[src/rtl/fetch_decode_pipe_pkg.sv]
// fetch_decode_pipe_pkg
//   Shared definitions for the fetch/decode pipeline boundary: the FSM state
//   encoding and the default bubble instruction.
package fetch_decode_pipe_pkg;

  // RUN   : decode advances normally
  // STALL : decode registers are frozen by the stall unit
  // DROP  : the cycle after a flush, in-flight I-memory responses are stale
  typedef enum logic [1:0] {
    RUN   = 2'd0,
    STALL = 2'd1,
    DROP  = 2'd2
  } fdState_e;

  // Canonical RISC-V nop (addi x0, x0, 0) used as the decode bubble.
  localparam logic [31:0] DEFAULT_NOP = 32'h00000013;

endpackage

[src/rtl/fd_skid_fifo.sv]
// fd_skid_fifo
//   Two-entry skid buffer between the I-memory response and the decode
//   registers. Entries are opaque WIDTH-bit words ({instruction, pc}).
//
// Ports
//   clock       rising-edge clock
//   reset       asynchronous active-low reset, empties the buffer
//   clear_i     synchronous flush of all entries (dominates push/pop)
//   push_i      enqueue pushData_i
//   pushData_i  entry to enqueue
//   pop_i       dequeue the head entry
//   count_o     occupancy, 0..2
//   head_o      oldest entry (only meaningful when count_o != 0)
//   overflow_o  a push was rejected this cycle because the buffer was full
module fd_skid_fifo #(
  parameter int WIDTH = 52
) (
  input  logic             clock,
  input  logic             reset,
  input  logic             clear_i,
  input  logic             push_i,
  input  logic [WIDTH-1:0] pushData_i,
  input  logic             pop_i,
  output logic [1:0]       count_o,
  output logic [WIDTH-1:0] head_o,
  output logic             overflow_o
);

  logic [WIDTH-1:0] mem_q [2];
  logic             rdPtr_q;
  logic             wrPtr_q;
  logic [1:0]       count_q;
  logic             popOk;
  logic             pushOk;

  // A full buffer still accepts a push when the head leaves in the same cycle.
  assign popOk      = pop_i & (count_q != 2'd0);
  assign pushOk     = push_i & ((count_q != 2'd2) | popOk);
  assign overflow_o = push_i & ~pushOk & ~clear_i;
  assign count_o    = count_q;
  assign head_o     = mem_q[rdPtr_q];

  // Storage is pure datapath; occupancy tracking decides what is valid.
  always_ff @(posedge clock) begin
    if (pushOk && !clear_i) begin
      mem_q[wrPtr_q] <= pushData_i;
    end
  end

  // One-bit pointers wrap naturally modulo 2.
  always_ff @(posedge clock or negedge reset) begin
    if (!reset) begin
      rdPtr_q <= 1'b0;
      wrPtr_q <= 1'b0;
      count_q <= 2'd0;
    end else if (clear_i) begin
      rdPtr_q <= 1'b0;
      wrPtr_q <= 1'b0;
      count_q <= 2'd0;
    end else begin
      if (pushOk) begin
        wrPtr_q <= ~wrPtr_q;
      end
      if (popOk) begin
        rdPtr_q <= ~rdPtr_q;
      end
      case ({pushOk, popOk})
        2'b10:   count_q <= count_q + 2'd1;
        2'b01:   count_q <= count_q - 2'd1;
        default: count_q <= count_q;
      endcase
    end
  end

endmodule

[src/rtl/fetch_decode_pipe.sv]
// fetch_decode_pipe
//   Fetch-to-decode pipeline register with a two-entry skid buffer so that
//   I-memory responses arriving during a decode stall are not lost, plus a
//   one-cycle drop window after a flush to discard stale responses.
//
// Configuration macro
//   FETCH_DECODE_STATS_EN  when defined, stall_cycles / flush_count are
//                          saturating counters; otherwise they tie to 0.
//
// Ports
//   clock, reset          clock and asynchronous active-low reset
//   stall_decode          hold the decode registers this cycle
//   flush_decode          squash decode and the skid buffer
//   inst_valid            I-memory response valid
//   inst_fetch, pc_inst   I-memory instruction and its PC
//   instruction_decode    registered instruction to decode
//   pc_decode             registered PC to decode
//   valid_decode          decode holds a real instruction
//   fetch_hold            fetch must not issue a new request
//   i_mem_hazard          nothing available for decode this cycle
//   overflow              sticky skid-buffer overflow
//   stall_cycles          stall statistics counter
//   flush_count           flush statistics counter
module fetch_decode_pipe
  import fetch_decode_pipe_pkg::*;
#(
  parameter int          CORE         = 0,
  parameter int          ADDRESS_BITS = 20,
  parameter logic [31:0] NOP          = DEFAULT_NOP
) (
  input  logic                    clock,
  input  logic                    reset,
  input  logic                    stall_decode,
  input  logic                    flush_decode,
  input  logic                    inst_valid,
  input  logic [31:0]             inst_fetch,
  input  logic [ADDRESS_BITS-1:0] pc_inst,
  output logic [31:0]             instruction_decode,
  output logic [ADDRESS_BITS-1:0] pc_decode,
  output logic                    valid_decode,
  output logic                    fetch_hold,
  output logic                    i_mem_hazard,
  output logic                    overflow,
  output logic [31:0]             stall_cycles,
  output logic [31:0]             flush_count
);

  localparam int FIFO_W = 32 + ADDRESS_BITS;

  // The core index only identifies the instance; reject nonsense values early.
  if (CORE < 0) begin : gBadCore
    $error("fetch_decode_pipe: CORE must be non-negative");
  end

  fdState_e                state_q, state_d;
  logic [31:0]             decodeInst_q, decodeInst_d;
  logic [ADDRESS_BITS-1:0] decodePc_q, decodePc_d;
  logic                    decodeValid_q, decodeValid_d;
  logic                    overflow_q;

  logic [FIFO_W-1:0]       fifoHead;
  logic [1:0]              fifoCount;
  logic                    fifoPush;
  logic                    fifoPop;
  logic                    fifoClear;
  logic                    fifoReject;
  logic                    effValid;
  logic                    advance;
  logic [31:0]             headInst;
  logic [ADDRESS_BITS-1:0] headPc;

  // Responses arriving in the cycle after a flush belong to the squashed path.
  assign effValid  = inst_valid & (state_q != DROP);
  assign advance   = ~flush_decode & ~stall_decode;
  assign fifoClear = flush_decode;
  assign fifoPop   = advance & (fifoCount != 2'd0);
  // When the buffer is empty on an advance the response bypasses it.
  assign fifoPush  = ~flush_decode & effValid & (stall_decode | (fifoCount != 2'd0));

  assign headInst  = fifoHead[FIFO_W-1 -: 32];
  assign headPc    = fifoHead[ADDRESS_BITS-1:0];

  fd_skid_fifo #(
    .WIDTH(FIFO_W)
  ) u_fifo (
    .clock      (clock),
    .reset      (reset),
    .clear_i    (fifoClear),
    .push_i     (fifoPush),
    .pushData_i ({inst_fetch, pc_inst}),
    .pop_i      (fifoPop),
    .count_o    (fifoCount),
    .head_o     (fifoHead),
    .overflow_o (fifoReject)
  );

  // Next state and next decode contents. Flush beats stall; every state
  // uses the same transition rule, DROP only differs in ignoring inst_valid.
  always_comb begin
    state_d       = state_q;
    decodeInst_d  = decodeInst_q;
    decodePc_d    = decodePc_q;
    decodeValid_d = decodeValid_q;
    if (flush_decode) begin
      state_d       = DROP;
      decodeInst_d  = NOP;
      decodePc_d    = '0;
      decodeValid_d = 1'b0;
    end else if (stall_decode) begin
      state_d = STALL;
    end else begin
      state_d = RUN;
      if (fifoCount != 2'd0) begin
        decodeInst_d  = headInst;
        decodePc_d    = headPc;
        decodeValid_d = 1'b1;
      end else if (effValid) begin
        decodeInst_d  = inst_fetch;
        decodePc_d    = pc_inst;
        decodeValid_d = 1'b1;
      end else begin
        decodeInst_d  = NOP;
        decodePc_d    = '0;
        decodeValid_d = 1'b0;
      end
    end
  end

  // FSM state, decode registers and the sticky overflow flag.
  always_ff @(posedge clock or negedge reset) begin
    if (!reset) begin
      state_q       <= RUN;
      decodeInst_q  <= NOP;
      decodePc_q    <= '0;
      decodeValid_q <= 1'b0;
      overflow_q    <= 1'b0;
    end else begin
      state_q       <= state_d;
      decodeInst_q  <= decodeInst_d;
      decodePc_q    <= decodePc_d;
      decodeValid_q <= decodeValid_d;
      if (fifoReject) begin
        overflow_q <= 1'b1;
      end
    end
  end

  assign instruction_decode = decodeInst_q;
  assign pc_decode          = decodePc_q;
  assign valid_decode       = decodeValid_q;
  assign overflow           = overflow_q;

  assign fetch_hold   = stall_decode | (fifoCount != 2'd0) | (state_q == DROP);
  assign i_mem_hazard = (state_q == RUN) & ~stall_decode & (fifoCount == 2'd0) & ~inst_valid;

`ifdef FETCH_DECODE_STATS_EN
  logic [31:0] stallCycles_q;
  logic [31:0] flushCount_q;

  // Saturating counters so a long run never wraps back to small values.
  always_ff @(posedge clock or negedge reset) begin
    if (!reset) begin
      stallCycles_q <= '0;
      flushCount_q  <= '0;
    end else begin
      if (stall_decode && (stallCycles_q != 32'hFFFFFFFF)) begin
        stallCycles_q <= stallCycles_q + 32'd1;
      end
      if (flush_decode && (flushCount_q != 32'hFFFFFFFF)) begin
        flushCount_q <= flushCount_q + 32'd1;
      end
    end
  end

  assign stall_cycles = stallCycles_q;
  assign flush_count  = flushCount_q;
`else
  assign stall_cycles = '0;
  assign flush_count  = '0;
`endif

endmodule

[config.mk]
export PLATFORM = sky130hd
export DESIGN_NAME = fetch_decode_pipe
export DESIGN_NICKNAME = d
export VERILOG_FILES = /design/src/rtl/fetch_decode_pipe_pkg.sv /design/src/rtl/fd_skid_fifo.sv /design/src/rtl/fetch_decode_pipe.sv
export SDC_FILE = /design/constraint.sdc
export NUM_CORES = 1
export LEC_CHECK = 0
export CAP_MARGIN = 25
export CORE_MARGIN = 5
export CORE_UTILIZATION = 49
export CTS_CLUSTER_DIAMETER = 50
export DETAILED_ROUTE_END_ITERATION = 12
export PLACE_DENSITY = 0.88
export SLEW_MARGIN = 20
export SYNTH_ARGS = -nofsm -noshare
export SYNTH_HDL_FRONTEND = slang
export SYNTH_SLANG_ARGS = --single-unit
export TNS_END_PERCENT = 10
[constraint.sdc]
create_clock -name clock -period 5.8 [get_ports clock]
set_clock_uncertainty 0.15 [all_clocks]
set_input_delay 0.58 -clock clock [delete_from_list [all_inputs] [get_ports clock]]
set_output_delay 0.58 -clock clock [all_outputs]
set_load 0.05 [all_outputs]
Word level (Yosys, flattened, before mapping)
Memory sizes are Yosys's and may differ from the RTL's.
Cells that the tools add are included.
Widths: inputs -> output; s select.

cells by class
  $add $sub $neg = 2
  $mul = 0
  divide/modulo/power cells = 0
  $lt $le $gt $ge = 0
  equality and inequality tests = 6
  shifts and indexed selects = 0
  muxes and demuxes = 22
  bitwise operators = 21
  reductions and logical operators = 8

operators by type and width
  cell                 count
  $mux 32              4
  $mux 20              4
  $and 1x1->1          12
  $mux 1               11
  $not 1->1            6
  $reduce_bool 2->1    3
  $eq 2x2->1 const B   2
  $logic_not 2->1      2
  $mux 2               2
  $ne 2x2->1 const B   2
  $pmux 2 s2           1
  $or 1x1->1           3
  $reduce_bool 3->1    1
  $add 2x1->2 const B  1
  $eq 2x1->1 const B   1
  $ne 2x1->1 const B   1
  $sub 2x1->2 const B  1
  $logic_and 1x1->1    1
  $logic_not 1->1      1

storage, ports and cells
  register bits = 60
  latch bits = 0
  RAM bits = 104
  ROM bits = 0
  input port bits = 57
  output and inout port bits = 120
  word-level logic and storage cells = 68
  memories kept = 1

memories
  memory        depth  width  read ports  clocked after memory_dff  write ports  line                text
  u_fifo.mem_q  2      52     1           0                         1            fd_skid_fifo.sv:29  logic [WIDTH-1:0] mem_q [2];

Depth between registers and ports, before layout
Gate-level depths: netlist of the first run.

  word-level depth = 9
  gate-level depth with buffers = 7

Modules after synthesis
A second synthesis of the first run with hierarchy kept.

unflattened totals
  cells, all modules = 515
  area total of the unflattened synthesis = 7327.0 um^2

by module, submodules not included
  module             instances  cells an instance  area an instance (um^2)  seq. area each (um^2)
  fd_skid_fifo       1          188                3990.1                   3223.1
  fetch_decode_pipe  1          327                3337.0                   1405.1

Worst setup path before layout of the first run
Ideal clock, no wire load.

  path type = input to register
  start = input stall_decode
  end = memory u_fifo.mem_q[1][0], enable pin
  arrival = 4.922 ns
  required time = 5.113 ns
  path slack = 0.191 ns
  cell stages on the path = 4
  buffers on the path = 1
  cells stage by stage = buf_2 -> xor2_1 -> o211ai_1 -> nor3b_1

between the ends
  word-level cells in the longest chain between the ends = 9
  elaborated cells on any way between the ends = 11

ends and longest elaborated chain
  element                         line                     text
  from (decl)                     fetch_decode_pipe.sv:33  input logic stall_decode,
  $not 1->1                       fetch_decode_pipe.sv:74  assign advance = ~flush_decode & ~stall_decode;
  $and 1x1->1                     fetch_decode_pipe.sv:74
  $and 1x1->1                     fetch_decode_pipe.sv:76  assign fifoPop = advance & (fifoCount != 2'd0);
  $and 1x1->1                     fd_skid_fifo.sv:37       assign popOk = pop_i & (count_q != 2'd0);
  $or 1x1->1                      fd_skid_fifo.sv:38       assign pushOk = push_i & ((count_q != 2'd2) | popOk);
  $and 1x1->1 *                   fd_skid_fifo.sv:38
  $logic_and 1x1->1 *             fd_skid_fifo.sv:45       if (pushOk && !clear_i) begin
  $mux 1 *                        fd_skid_fifo.sv:45
  $mux 1 (not written as such) *  fd_skid_fifo.sv:46       mem_q[wrPtr_q] <= pushData_i;
  to (decl)                       fd_skid_fifo.sv:29

Every way passes the cells marked *; elsewhere a longest branch is shown, timed or not.

Worst setup path in the final report of the first run
  start = input stall_decode
  end = output i_mem_hazard

between the ends
  word-level cells in the longest chain between the ends = 4

ends and longest elaborated chain
  element                   line                      text
  $not 1->1                 fetch_decode_pipe.sv:154  assign i_mem_hazard = (state_q == RUN) & ~stall_decode & (fifoCount == 2'd0) & ~inst_valid;
  $and 1x1->1 (3 in a row)  fetch_decode_pipe.sv:154
  to (decl)                 fetch_decode_pipe.sv:42   output logic i_mem_hazard,

No other way between the ends.

==> Flow_metrics.wiki, run 1 <==
{| class="wikitable"
! Metric !! Value
|-
| Result of the run || finished clean
|-
| Die area || 16200 um2
|-
| Initial core utilization || 50.5%
|-
| Clock tree from TritonCTS || done
|-
| Sequential element share of the synthesized area || 68.6%
|-
| Number of instances resized during post-cts repair || 0
|-
| Warning count from the yosys run || 0
|-
| Critical Path Source Type || primary input
|-
| Post-CTS setup-driven buffer insertion count || 0
|-
| Die extent in y || 127 um
|-
| Total routed wirelength || 13400 um
|-
| Avg Synthesized Cell Area || 15.1 um2
|-
| CP Cell Sequence || clkdlybuf4s50_1 -> nor3_4 -> nor4b_1 -> clkdlybuf4s50_1
|-
| Master of the slowest instance on the critical path || sky130_fd_sc_hd__clkdlybuf4s50_1
|-
| First drt pass iteration count || 4
|-
| Finished Layout Cells || 748
|-
| Highest-count cells in the layout ignoring fill and taps || 111 x sky130_fd_sc_hd__clkdlybuf4s50_1, 104 x sky130_fd_sc_hd__edfxtp_1, 64 x sky130_fd_sc_hd__conb_1, 56 x sky130_fd_sc_hd__dfrtp_1, 51 x sky130_fd_sc_hd__nor2_1
|-
| Count of input and output buffers || 112
|-
| CTS clk-pin slew, worst paths || 60 ps
|-
| Setup Crit Path Kind || primary input to output pin
|-
| Transition at the pin with the smallest max-transition slack || 977 ps
|-
| Area used by multi-input combinational logic || 1690 um2
|-
| Largest net degree at the start of global routing || 61
|-
| Via Count || 3886
|-
| Die extent in x || 127 um
|-
| Data arrival time at the worst-slack endpoint || 2490 ps
|-
| Placed cells || 715
|-
| Hold Violations, Final || 0
|-
| RSZ-0062 raised after global routing || no
|-
| Number of DRC markers after the initial detailed-route iteration || 240
|-
| Start of the worst register-to-register path || u_fifo.count_o[1]
|-
| Area of the mapped netlist || 6740 um2
|-
| Top achievable clock speed || 311 MHz
|-
| Flip-flop and latch count after synthesis || 164
|-
| Layout overhead on the synthesized area || 23.5%
|-
| Initial antenna violation count || 0
|-
| Footprint of the flip-flops and latches || 4630 um2
|-
| Clock root buffer || sky130_fd_sc_hd__clkbuf_16
|-
| R2R Path End || u_fifo.mem_q[1][12]
|-
| Placement row count || 42
|-
| Detailed placement HPWL || 8390 um
|-
| Count of max-cap constraint violations || 0
|-
| FF-to-FF path depth || 4
|-
| Leading cell type in the layout, fill and taps excluded || sky130_fd_sc_hd__clkdlybuf4s50_1
|-
| Net count of the finished layout || 616
|-
| TritonCTS Buffers || 17
|-
| Count of hold-fix buffers inserted at cts || 0
|-
| Clock latency reported for the late side of the worst-skew pair || 410 ps
|-
| Vias in the first global route || 4020
|-
| Final standard cell utilization of the core || 62.4%
|-
| Global routing met3 resource utilization || 4.97%
|-
| Cell count after synthesis || 448
|-
| Final GP Congestion || 0.754
|-
| Std-Cell Core Area || 13300 um2
|-
| Average wire per cell in the routed design || 17.9 um
|-
| Type of element capturing the critical path || output pin
|-
| Remaining design rule violation count || 0
|-
| Final antenna-violating net count || 0
|-
| Post-route standard cell area excluding fillers || 8330 um2
|-
| FILL cells || 985
|-
| Worst hold path type || primary input to async pin
|-
| Total power density per cell area || 328 nW/um2
|-
| Via-per-instance ratio || 5.20
|-
| Final critical path time including I/O delays and setup || 3220 ps
|-
| Largest buffer count on any clock path || 2
|-
| Critical-path maximum fanout || 9
|-
| Global-route wire length before repair || 20900 um
|-
| Maximum VDD drop || 0.000218 V
|-
| Number of H-tree levels || 4
|-
| Clk sinks || 164
|-
| Count of inserted antenna diode cells || 0
|-
| Remaining global-route overflow || 0
|-
| Share of the clock period used by the worst path after layout || 55.5%
|-
| Count of pins on the block boundary || 177
|-
| Global routing's busiest layer || met2
|-
| Distinct cells, synth || 35
|-
| Cell seen most often among critical-path stages || sky130_fd_sc_hd__clkdlybuf4s50_1
|-
| Share of final-layout standard cells stronger than drive strength 1 || 8.57%
|-
| Register-to-Register Setup Slack || 3710 ps
|-
| GR Layer Usage met2 || 27.3%
|-
| Cell area after placement || 7730 um2
|-
| Slew Viols, Final || 0
|-
| Required @ worst endpoint || 5070 ps
|-
| Stage delay of the slowest cell on the critical path || 850 ps
|-
| Final sum of negative setup slack || 0 ps
|-
| GRT met1 Usage || 20.4%
|-
| Static Leakage || 3.16 nW
|-
| GRT Resource Usage Total || 16.4%
|-
| Final number of setup-violating endpoints || 0
|-
| Relative slew slack || 34.8%
|}
-- cell type report --
class / count / share of cell area, %
inverters: 8 / 0.360
well taps: 176 / 2.64
multi-input cells: 249 / 20.3
clock inverters: 10 / 1.62
flip-flops and latches: 164 / 55.6
repair buffers: 119 / 14.2
clock buffers: 22 / 5.33
-- cell usage after synthesis, drive strengths merged --
| cell type | number | area, um2 |
|---|---|---|
| clkbuf | 5 | 18.8 |
| edfxtp | 104 | 3120 |
| and3 | 1 | 6.26 |
| a221o | 49 | 490 |
| inv | 8 | 30.0 |
| o21a | 1 | 7.51 |
| a21oi | 6 | 30.0 |
| dfrtp | 57 | 1430 |
| a211oi | 1 | 7.51 |
| o21ai | 1 | 5.00 |
| nor3b | 2 | 26.3 |
| xor2 | 2 | 17.5 |
| nand2 | 4 | 15.0 |
| o2111a | 1 | 11.3 |
| nand3 | 1 | 5.00 |
| nor4b | 1 | 8.76 |
| nand2b | 1 | 6.26 |
| nor2 | 51 | 191 |
| o22ai | 3 | 18.8 |
| nor3 | 2 | 21.3 |
| mux2 | 3 | 33.8 |
| o41ai | 1 | 8.76 |
| a221oi | 1 | 8.76 |
| mux2i | 49 | 490 |
| buf | 85 | 626 |
| o211ai | 1 | 7.51 |
| or3 | 2 | 12.5 |
| o21bai | 1 | 7.51 |
| conb | 1 | 3.75 |
| dfstp | 3 | 78.8 |
-- power by group --
group          internal, mW  switching, mW  total, mW
Combinational        0.0979          0.231      0.329
Clock                 0.675          0.423       1.10
Sequential             1.28         0.0256       1.31
-- routing by layer --
metal / wire, um / vias to the layer above
li1: - / 1781
met1: 5540 / 1923
met2: 6570 / 170
met3: 1160 / 12
met4: 104 / 0
met5: 0 / -
-- stage by stage --
stage	hold slack (ps)	total power, mW	setup WS (ps)
floorplan	134	1.58	191
global placement	302	1.65	2610
detailed placement	309	1.66	2580
CTS	216	2.76	2570
global route	269	2.83	2440
finish	197	2.74	2580
-- state kept, by name, summed over array words and instances (netlist names) --
name	count
state_q	2
valid_decode	1
overflow	1
u_fifo.rdPtr_q	1
pc_decode	20
u_fifo.mem_q	104
u_fifo.wrPtr_q	1
instruction_decode	32
u_fifo.count_o	2
-- logic make-up (layout without fill, tap and decap cells) --
kind of cell              after synthesis  in the layout  synth area share (%)
muxes                                  52             52                  7.77
and+or+nand+nor                        65             65                  4.34
xor gates and xnor gates                2              2                 0.260
AOI/OAI and AO/OA                      66             66                  8.94
other                                   1             64                0.0556
DFF                                   164            164                  68.6
buffers and inverters                  98            159                  10.0
-- worst max-delay path by stage --
stage	startpoint	to	slack, ps
finish	stall_decode	i_mem_hazard	2580
floorplan	stall_decode	u_fifo.mem_q[1][0]	190
global placement	stall_decode	i_mem_hazard	2610
global route	stall_decode	i_mem_hazard	2440
CTS	stall_decode	i_mem_hazard	2570
detailed placement	stall_decode	i_mem_hazard	2580
-- worst max-delay path, delay by kind of cell --
family	cells	cell delay (ps)
buf+inv	2	1430
simple gates	2	480
Note: power is estimated with default switching activity, not from simulation.
==> run 2: changes to the inputs <==
clock period = 3.3 ns   (was 5.8 ns; I/O delays follow)
==> Flow_metrics.wiki, run 2 (synthesis gave the netlist of run 1 again) <==
{| class="wikitable"
! Metric !! Value
|-
| Final number of setup-violating endpoints || 0 (unchanged)
|-
| Area used by multi-input combinational logic || 1700 um2 (+0.74%)
|-
| Max reg flops || 104 (unchanged)
|-
| Total power density per cell area || 566 nW/um2 (+73%)
|-
| Stage delay of the slowest cell on the critical path || 850 ps (about the same)
|-
| Remaining design rule violation count || 0 (unchanged)
|-
| Average wire per cell in the routed design || 18.5 um (+3.6%)
|-
| Clock root buffer || sky130_fd_sc_hd__clkbuf_16
|-
| Highest-count cells in the layout ignoring fill and taps || 111 x sky130_fd_sc_hd__clkdlybuf4s50_1, 104 x sky130_fd_sc_hd__edfxtp_1, 64 x sky130_fd_sc_hd__conb_1, 56 x sky130_fd_sc_hd__dfrtp_1, 51 x sky130_fd_sc_hd__nor2_1
|-
| Placement row count || 42 (unchanged)
|-
| Via-per-instance ratio || 5.25 (+1.1%)
|-
| Placed cells || 717 (+0.28%)
|-
| Count of pins on the block boundary || 177 (unchanged)
|-
| TritonCTS Buffers || 17 (unchanged)
|-
| Share of final-layout standard cells stronger than drive strength 1 || 9.06% (+0.49 points)
|-
| Die area || 16200 um2 (unchanged)
|-
| Combinational share of power || 12.4% (+0.4 points)
|-
| First drt pass iteration count || 4 (unchanged)
|-
| Die extent in y || 127 um (unchanged)
|-
| Initial antenna violation count || 0 (unchanged)
|-
| Footprint of the flip-flops and latches || 4630 um2 (unchanged)
|-
| Number of instances resized during post-cts repair || 0 (unchanged)
|-
| Maximum VDD drop || 0.000441 V (+100%)
|-
| Finished Layout Cells || 750 (+0.27%)
|-
| Worst hold path type || primary input to async pin
|-
| Top achievable clock speed || 365 MHz
|-
| Worst hold margin || 305 ps (+108 ps)
|-
| Std-Cell Core Area || 13300 um2 (unchanged)
|-
| Die extent in x || 127 um (unchanged)
|-
| Internal Dissipation || 3.49 mW (+70%)
|-
| Count of max-cap constraint violations || 0 (unchanged)
|-
| FILL cells || 978 (-0.71%)
|-
| Clock tree from TritonCTS || done
|-
| Post-route standard cell area excluding fillers || 8340 um2 (about the same)
|-
| Final GP Congestion || 0.759 (+0.65%)
|-
| Count of input and output buffers || 112 (unchanged)
|-
| Share of the clock period used by the worst path after layout || 83.1%
|-
| CP Cell Sequence || nor3_4 -> nor4b_1 -> clkdlybuf4s50_1
|-
| Data arrival time at the worst-slack endpoint || 2260 ps (-230 ps)
|-
| Critical Path Source Type || register
|-
| Initial core utilization || 50.5% (unchanged)
|-
| Final sum of negative setup slack || 0 ps (unchanged)
|-
| Leading cell type in the layout, fill and taps excluded || sky130_fd_sc_hd__clkdlybuf4s50_1
|-
| Type of element capturing the critical path || output pin
|-
| Total routed wirelength || 13900 um (+3.9%)
|-
| GRT Resource Usage Total || 17.4% (+0.91 points)
|-
| Post-CTS setup-driven buffer insertion count || 0 (unchanged)
|-
| Master of the slowest instance on the critical path || sky130_fd_sc_hd__clkdlybuf4s50_1
|-
| Cell area after placement || 7770 um2 (+0.52%)
|-
| Transition at the pin with the smallest max-transition slack || 1020 ps (+43.8 ps)
|-
| Relative slew slack || 31.8% (-3.0 points)
|-
| Net switching power of the design || 1.24 mW (+82%)
|-
| Largest net degree at the start of global routing || 55 (-9.8%)
|-
| Count of inserted antenna diode cells || 0 (unchanged)
|-
| Via Count || 3940 (+1.4%)
|-
| Final critical path time including I/O delays and setup || 2740 ps
|-
| Global-route wire length before repair || 22000 um (+5.0%)
|-
| Hold Violations, Final || 0 (unchanged)
|-
| Portion of total power attributed to sequential cells || 48.7% (+0.9 points)
|-
| CTS clk-pin slew, worst paths || 60 ps (about the same)
|-
| Required @ worst endpoint || 2820 ps (-2250 ps)
|-
| Clk pwr share || 38.9% (-1.2 points)
|-
| Number of DRC markers after the initial detailed-route iteration || 308 (+28%)
|-
| RSZ-0062 raised after global routing || no
|-
| Detailed placement HPWL || 8760 um (+4.5%)
|-
| Vias in the first global route || 4165 (+3.6%)
|-
| Number of H-tree levels || 4 (unchanged)
|-
| PnR Total Power || 4.72 mW (+73%)
|-
| Biggest register || u_fifo.mem_q
|-
| Final antenna-violating net count || 0 (unchanged)
|-
| Setup Crit Path Kind || register to output pin
|-
| Slew Viols, Final || 0 (unchanged)
|-
| Largest buffer count on any clock path || 2 (unchanged)
|-
| Clock latency reported for the late side of the worst-skew pair || 420 ps (about the same)
|-
| Net count of the finished layout || 618 (+0.32%)
|-
| Result of the run || finished clean
|-
| Family of cells with the greatest summed delay on the critical path || buffers and inverters
|-
| Remaining global-route overflow || 0 (unchanged)
|-
| Clk sinks || 164 (unchanged)
|-
| Critical-path maximum fanout || 7 (-2)
|-
| Layout overhead on the synthesized area || 23.7% (about the same)
|-
| Static Leakage || 3.17 nW (about the same)
|-
| Sw frac || 26.2% (+1.4 points)
|-
| Count of buffer and inverter cells on the critical path || 1 (-1)
|}
run 2: per-stage QoR:
stage,utilization [%],setup WS [ps]
6_report,62.5,558
3_5_place_dp,58.2,568
5_1_grt,62.5,403
4_1_cts,62.5,538
3_3_place_gp,58.2,591
2_1_floorplan,-,-198
run 2: layout make-up:
class | instances | share of cell area [%]
clock buffer | 20 | 5.36
inverter | 8 | 0.360
clock inverter | 12 | 1.29
sequential | 164 | 55.5
timing repair buffer | 121 | 14.4
multi-input combinational | 249 | 20.4
tap | 176 | 2.64
run 2: path summary, 6_finish.rpt:
check / start / endpoint / slack, ps / cells after the start
hold reg to reg: overflow / overflow / 320 / 2
hold / removal: reset / instruction_decode[10] / 300 / 2
min in group clock: overflow / overflow / 320 / 2
max in group asynchronous: reset / u_fifo.rdPtr_q / 1980 / 3
setup reg to reg: u_fifo.count_o[1] / u_fifo.mem_q[1][13] / 1160 / 4
setup / recovery: u_fifo.count_o[1] / i_mem_hazard / 560 / 3
run 2: routing by layer:
layer / GRT usage [%] / wire, um
met1: 21.8 / 5740
met2: 27.8 / 6640
met3: 6.05 / 1300
met4: 6.81 / 212
met5: 0 / 0
run 2: timing repair:
item	4_1_cts	5_1_grt
endpoints found under the setup margin	0	0
endpoints found under the hold margin	38	0
hold buffers	1	0
run 2: power by group through the flow:
stage               registers [mW]  logic (mW)  clock network [mW]
floorplan                     2.43       0.352                   0
detailed placement            2.34       0.583                   0
global placement              2.34       0.569                   0
finish                        2.30       0.585                1.84
CTS                           2.30       0.586                1.87
global route                  2.31       0.614                1.97
==> variant 1 (settings of run 1) <==
Set the parameter `ADDRESS_BITS` to 10 (it was 20).
--- a/src/rtl/fetch_decode_pipe.sv
+++ b/src/rtl/fetch_decode_pipe.sv
@@ -27,3 +27,3 @@
   parameter int          CORE         = 0,
-  parameter int          ADDRESS_BITS = 20,
+  parameter int          ADDRESS_BITS = 10,
   parameter logic [31:0] NOP          = DEFAULT_NOP
Ports: changed (resized pc_decode and pc_inst); port bits go from 177 to 157. No check against the original RTL was run, so the function may have changed too.
==> variant 1 against run 1 <==
Final area is 16% lower. Sequential power is 18% lower. Worst hold slack worse by 0.045 ns. Area after synthesis is 16% lower. Utilization is 0.63 points lower. Worst setup slack worse by 0.13 ns. Sequential cell count is 30 lower. Total power is 10% lower. Wire length is 16% lower. First-iteration DRC count is 20% lower. Critical path depth stayed put. Critical endpoint unchanged.
==> variant 1: results (changes against run 1) <==
stage;metric;value;unit;change
global_route;grt_pass1_wl;18200;um;-13%
place;io_buffers;92;;-18%
worst_setup_path;cp_max_fo;10;;+1
place;hpwl;7050;um;-16%
routing;vias;3266;;-16%
place;dp_cells;604;;-16%
cells_and_area;nets;527;;-14%
routing;dr_wl_met2;5420;um;-17%
place;place_worst_setup_slack;2.44;ns;-0.137 ns
synth;yosys-top-cells-count;edfxtp_1, buf_4, dfrtp_1, nor2_1, mux2i_1;;
worst_setup_path;r2r-end;instruction_decode[8]$_DFFE_PN0N_;;
worst_setup_path;worstReg2RegStart;u_fifo.rdPtr_q$_DFFE_PN0P_;;
global_route;use_met2;26.8;%;-0.41 points
cells_and_area;largest_register_ffs;84;;-19%
cells_and_area;drive_gt1_share;10.8;%;+2.2 points
worst_setup_path;r2r_slack;3.66;ns;-0.05 ns
global_route;use_met1;20.8;%;+0.39 points
power_and_ir_drop;p_leak;2.70;nW;-15%
synth;yosysSeqAreaShare;66.9;%;-1.7 points
place;gp_congestion;0.785;;+4.2%
power_and_ir_drop;ir_drop;0.191;mV;-13%
worst_setup_path;arrival;2.62;ns;+0.13 ns
synth;synthesis.instances;386;;-14%
synth;yosys-top-cells-area;edfxtp_1, dfrtp_1, buf_4;;
power_and_ir_drop;internal_power;1.83;mW;-11%
global_route;grt_pass1_vias;3516;;-13%
timing;hold_ws;0.152;ns;-0.0453 ns
routing;dr_wl_met3;897;um;-23%
routing;drt-met1-wl;4850;um;-13%
routing;drt-wirelength-per-cell;17.7;um;-0.99%
timing;relSlewSlack;44.5;%;+9.6 points
synth;synth_cell_types;32;;-8.6%
synth;async_flop_share;37.3;%;+0.73 points
place;dpl_cell_area;0.00642;sq mm;-17%
synth;synth_edf_count;84;;-19%
global_route;grt_usage;16.5;%;+0.084 points
cts;clockRootBuffer;clkbuf_16;;
global_route;grt_max_degree;51;;-16%
status;status;finished, final reports clean;;
-- variant 1: power groups by stage --
stage / combinational, mW / clock [mW] / sequential, mW
after CTS: 0.299 / 1.11 / 1.07
after global placement: 0.292 / 0 / 1.08
after detailed placement: 0.298 / 0 / 1.08
after floorplan: 0.191 / 0 / 1.13
after global routing: 0.312 / 1.15 / 1.07
final: 0.297 / 1.09 / 1.07
-- variant 1: worst max-delay path by stage --
| stage | startpoint | end | slack, ns | depth (start not counted) |
|---|---|---|---|---|
| 6_report | stall_decode | i_mem_hazard | 2.45 | 4 |
| 5_1_grt | stall_decode | i_mem_hazard | 2.35 | 4 |
| 4_1_cts | stall_decode | i_mem_hazard | 2.44 | 4 |
| 3_5_place_dp | stall_decode | i_mem_hazard | 2.44 | 4 |
| 3_3_place_gp | stall_decode | i_mem_hazard | 2.46 | 4 |
| 2_1_floorplan | stall_decode | u_fifo.mem_q[0][0]$_DFFE_PP_ | 1.21 | 4 |
-- variant 1: layout make-up --
type	instances	area, sq um
fill	819	4340
sequential	134	3780
multi-input combinational	222	1470
timing repair buffer	98	961
clock buffer	20	457
tap	143	179
clock inverter	12	153
inverter	7	26.3
-- variant 1: kinds of logic after synthesis --
| family | Yosys count | synth area share, % |
|---|---|---|
| XOR/XNOR | 2 | 0.310 |
| AND/OR/NAND/NOR | 59 | 4.79 |
| other | 1 | 0.0664 |
| multiplexers | 43 | 7.69 |
| flip-flops | 134 | 66.9 |
| buffers and inverters | 93 | 11.6 |
| AO/OA/AOI/OAI | 54 | 8.65 |
-- variant 1: worst max-delay path, cell delays in order --
cell and delay (ns):
clkdlybuf4s50_1 0.56, or3_4 0.41, nor4_1 0.21, clkdlybuf4s50_1 0.86
==> variant 2 (config.mk and constraints of run 1) <==
Without the edit above. The 3 states of `fdState_e` get a one-hot encoding in 3 bits.
--- a/src/rtl/fetch_decode_pipe_pkg.sv
+++ b/src/rtl/fetch_decode_pipe_pkg.sv
@@ -8,6 +8,6 @@
   // DROP  : the cycle after a flush, in-flight I-memory responses are stale
-  typedef enum logic [1:0] {
-    RUN   = 2'd0,
-    STALL = 2'd1,
-    DROP  = 2'd2
+  typedef enum logic [2:0] {
+    RUN   = 3'b001,
+    STALL = 3'b010,
+    DROP  = 3'b100
   } fdState_e;
Check against the original RTL: no difference found for any inputs over 4 cycles, from zero or initial values and one cycle with reset low; so few cycles prove little.
==> variant 2 against run 1 <==
First-iteration DRC count down 7.5%. Final area grew 0.98%. Sequential cell count grew 1. Via count barely moved. Worst setup slack got worse by 0.058 ns. Worst hold slack better by 0.019 ns. Register-to-register slack worse by 0.19 ns. Combinational power grew 11%. Area after synthesis rose by 0.11%. Largest cell class unchanged. Cell count increased by 0.27%. Wire length grew 0.47%. Total power increased by 4.1%.
==> variant 2: results (changes against run 1) <==
stage;metric;value;unit;change
status;status;finished, final reports clean;;
routing;drtIter0Drc;222;;-7.5%
synth;yosys-top-cells-area;edfxtp_1, dfrtp_1, mux2i_1;;
synth;synth_cell_types;37;;+5.7%
global_route;grt_max_degree;62;;+1.6%
synth;synth_edf_count;104;;unchanged
routing;viasPerCell;5.18;;-0.22%
cells_and_area;fin_cells;750;;+0.27%
synth;yosysSeqAreaShare;68.9;%;+0.31 points
routing;wl;13400;um;+0.47%
global_route;grt_usage;17.2;%;+0.74 points
cells_and_area;drive_gt1_share;9.06;%;+0.49 points
global_route;grt_pass1_wl;21500;um;+3.0%
timing;worst_pin_slew;0.936;ns;-0.0411 ns
cells_and_area;fill_cells;946;;-4.0%
cells_and_area;nets;618;;+0.32%
place;place_worst_setup_slack;2.53;ns;-0.0523 ns
place;hpwl;8380;um;-0.15%
cells_and_area;seq_area;0.00466;sq mm;+0.57%
worst_setup_path;arrival;2.55;ns;+0.06 ns
synth;async_flop_share;37.0;%;+0.38 points
place;gp_congestion;0.818;;+8.5%
synth;yosys-top-cells-count;edfxtp_1, buf_4, dfrtp_1, nor2_1, mux2i_1;;
routing;drtPass1Iterations;5;;+1
power_and_ir_drop;p_leak;3.20;nW;+1.1%
synth;synth.avg_cell_area;15.0;sq um;-0.33%
place;dp_cells;717;;+0.28%
place;dpl_cell_area;0.00777;sq mm;+0.47%
[variant 2: changes by cell type after synthesis, sizes merged, moves of 2 or more]
| cell | before | now |
|---|---|---|
| buf | 85 | 77 |
| clkbuf | 5 | 13 |
| inv | 8 | 5 |
| a21oi | 6 | 4 |
| nor2 | 51 | 53 |
| o21ai | 1 | 3 |
[variant 2: cell type report]
| type | count | area share (%) |
|---|---|---|
| sequential | 165 | 55.4 |
| tap | 176 | 2.62 |
| clock inverter | 13 | 2.14 |
| timing repair buffer | 119 | 14.1 |
| clock buffer | 19 | 5.15 |
| inverter | 6 | 0.268 |
| multi-input combinational | 252 | 20.3 |
[variant 2: metal layers]
layer / GRT usage (%) / wire length [um]
met1: 20.9 / 5560
met2: 29.6 / 6860
met4: 5.80 / 108
met3: 4.76 / 912
met5: 0 / 0
[variant 2: logic make-up after synthesis]
group,synth area share [%]
mux,7.91
flops,68.9
compound gates,8.80
simple gates,4.28
other cells,0.0555
xor+xnor,0.389
buf+inv,9.62
[variant 2: path summary, 6_finish.rpt]
path                                          startpoint                    endpoint  slack [ns]  cells after the start
min in group clock                  overflow$_DFFE_PN0P_        overflow$_DFFE_PN0P_        0.33                      1
min reg2reg                         overflow$_DFFE_PN0P_        overflow$_DFFE_PN0P_        0.33                      1
max in group asynchronous                          reset  u_fifo.rdPtr_q$_DFFE_PN0P_        4.66                      2
max reg2reg                u_fifo.count_o[1]$_DFFE_PN0P_    pc_decode[8]$_DFFE_PN0N_        3.52                      4
max                                         stall_decode                i_mem_hazard        2.52                      4
min                                                reset    pc_decode[3]$_DFFE_PN0N_        0.22                      2
[variant 2: power breakdown]
group          internal [mW]  switching (mW)  total [mW]
registers               1.30          0.0301        1.33
clock network          0.719           0.435        1.15
logic                  0.112           0.253       0.365
total                   2.13           0.718        2.85
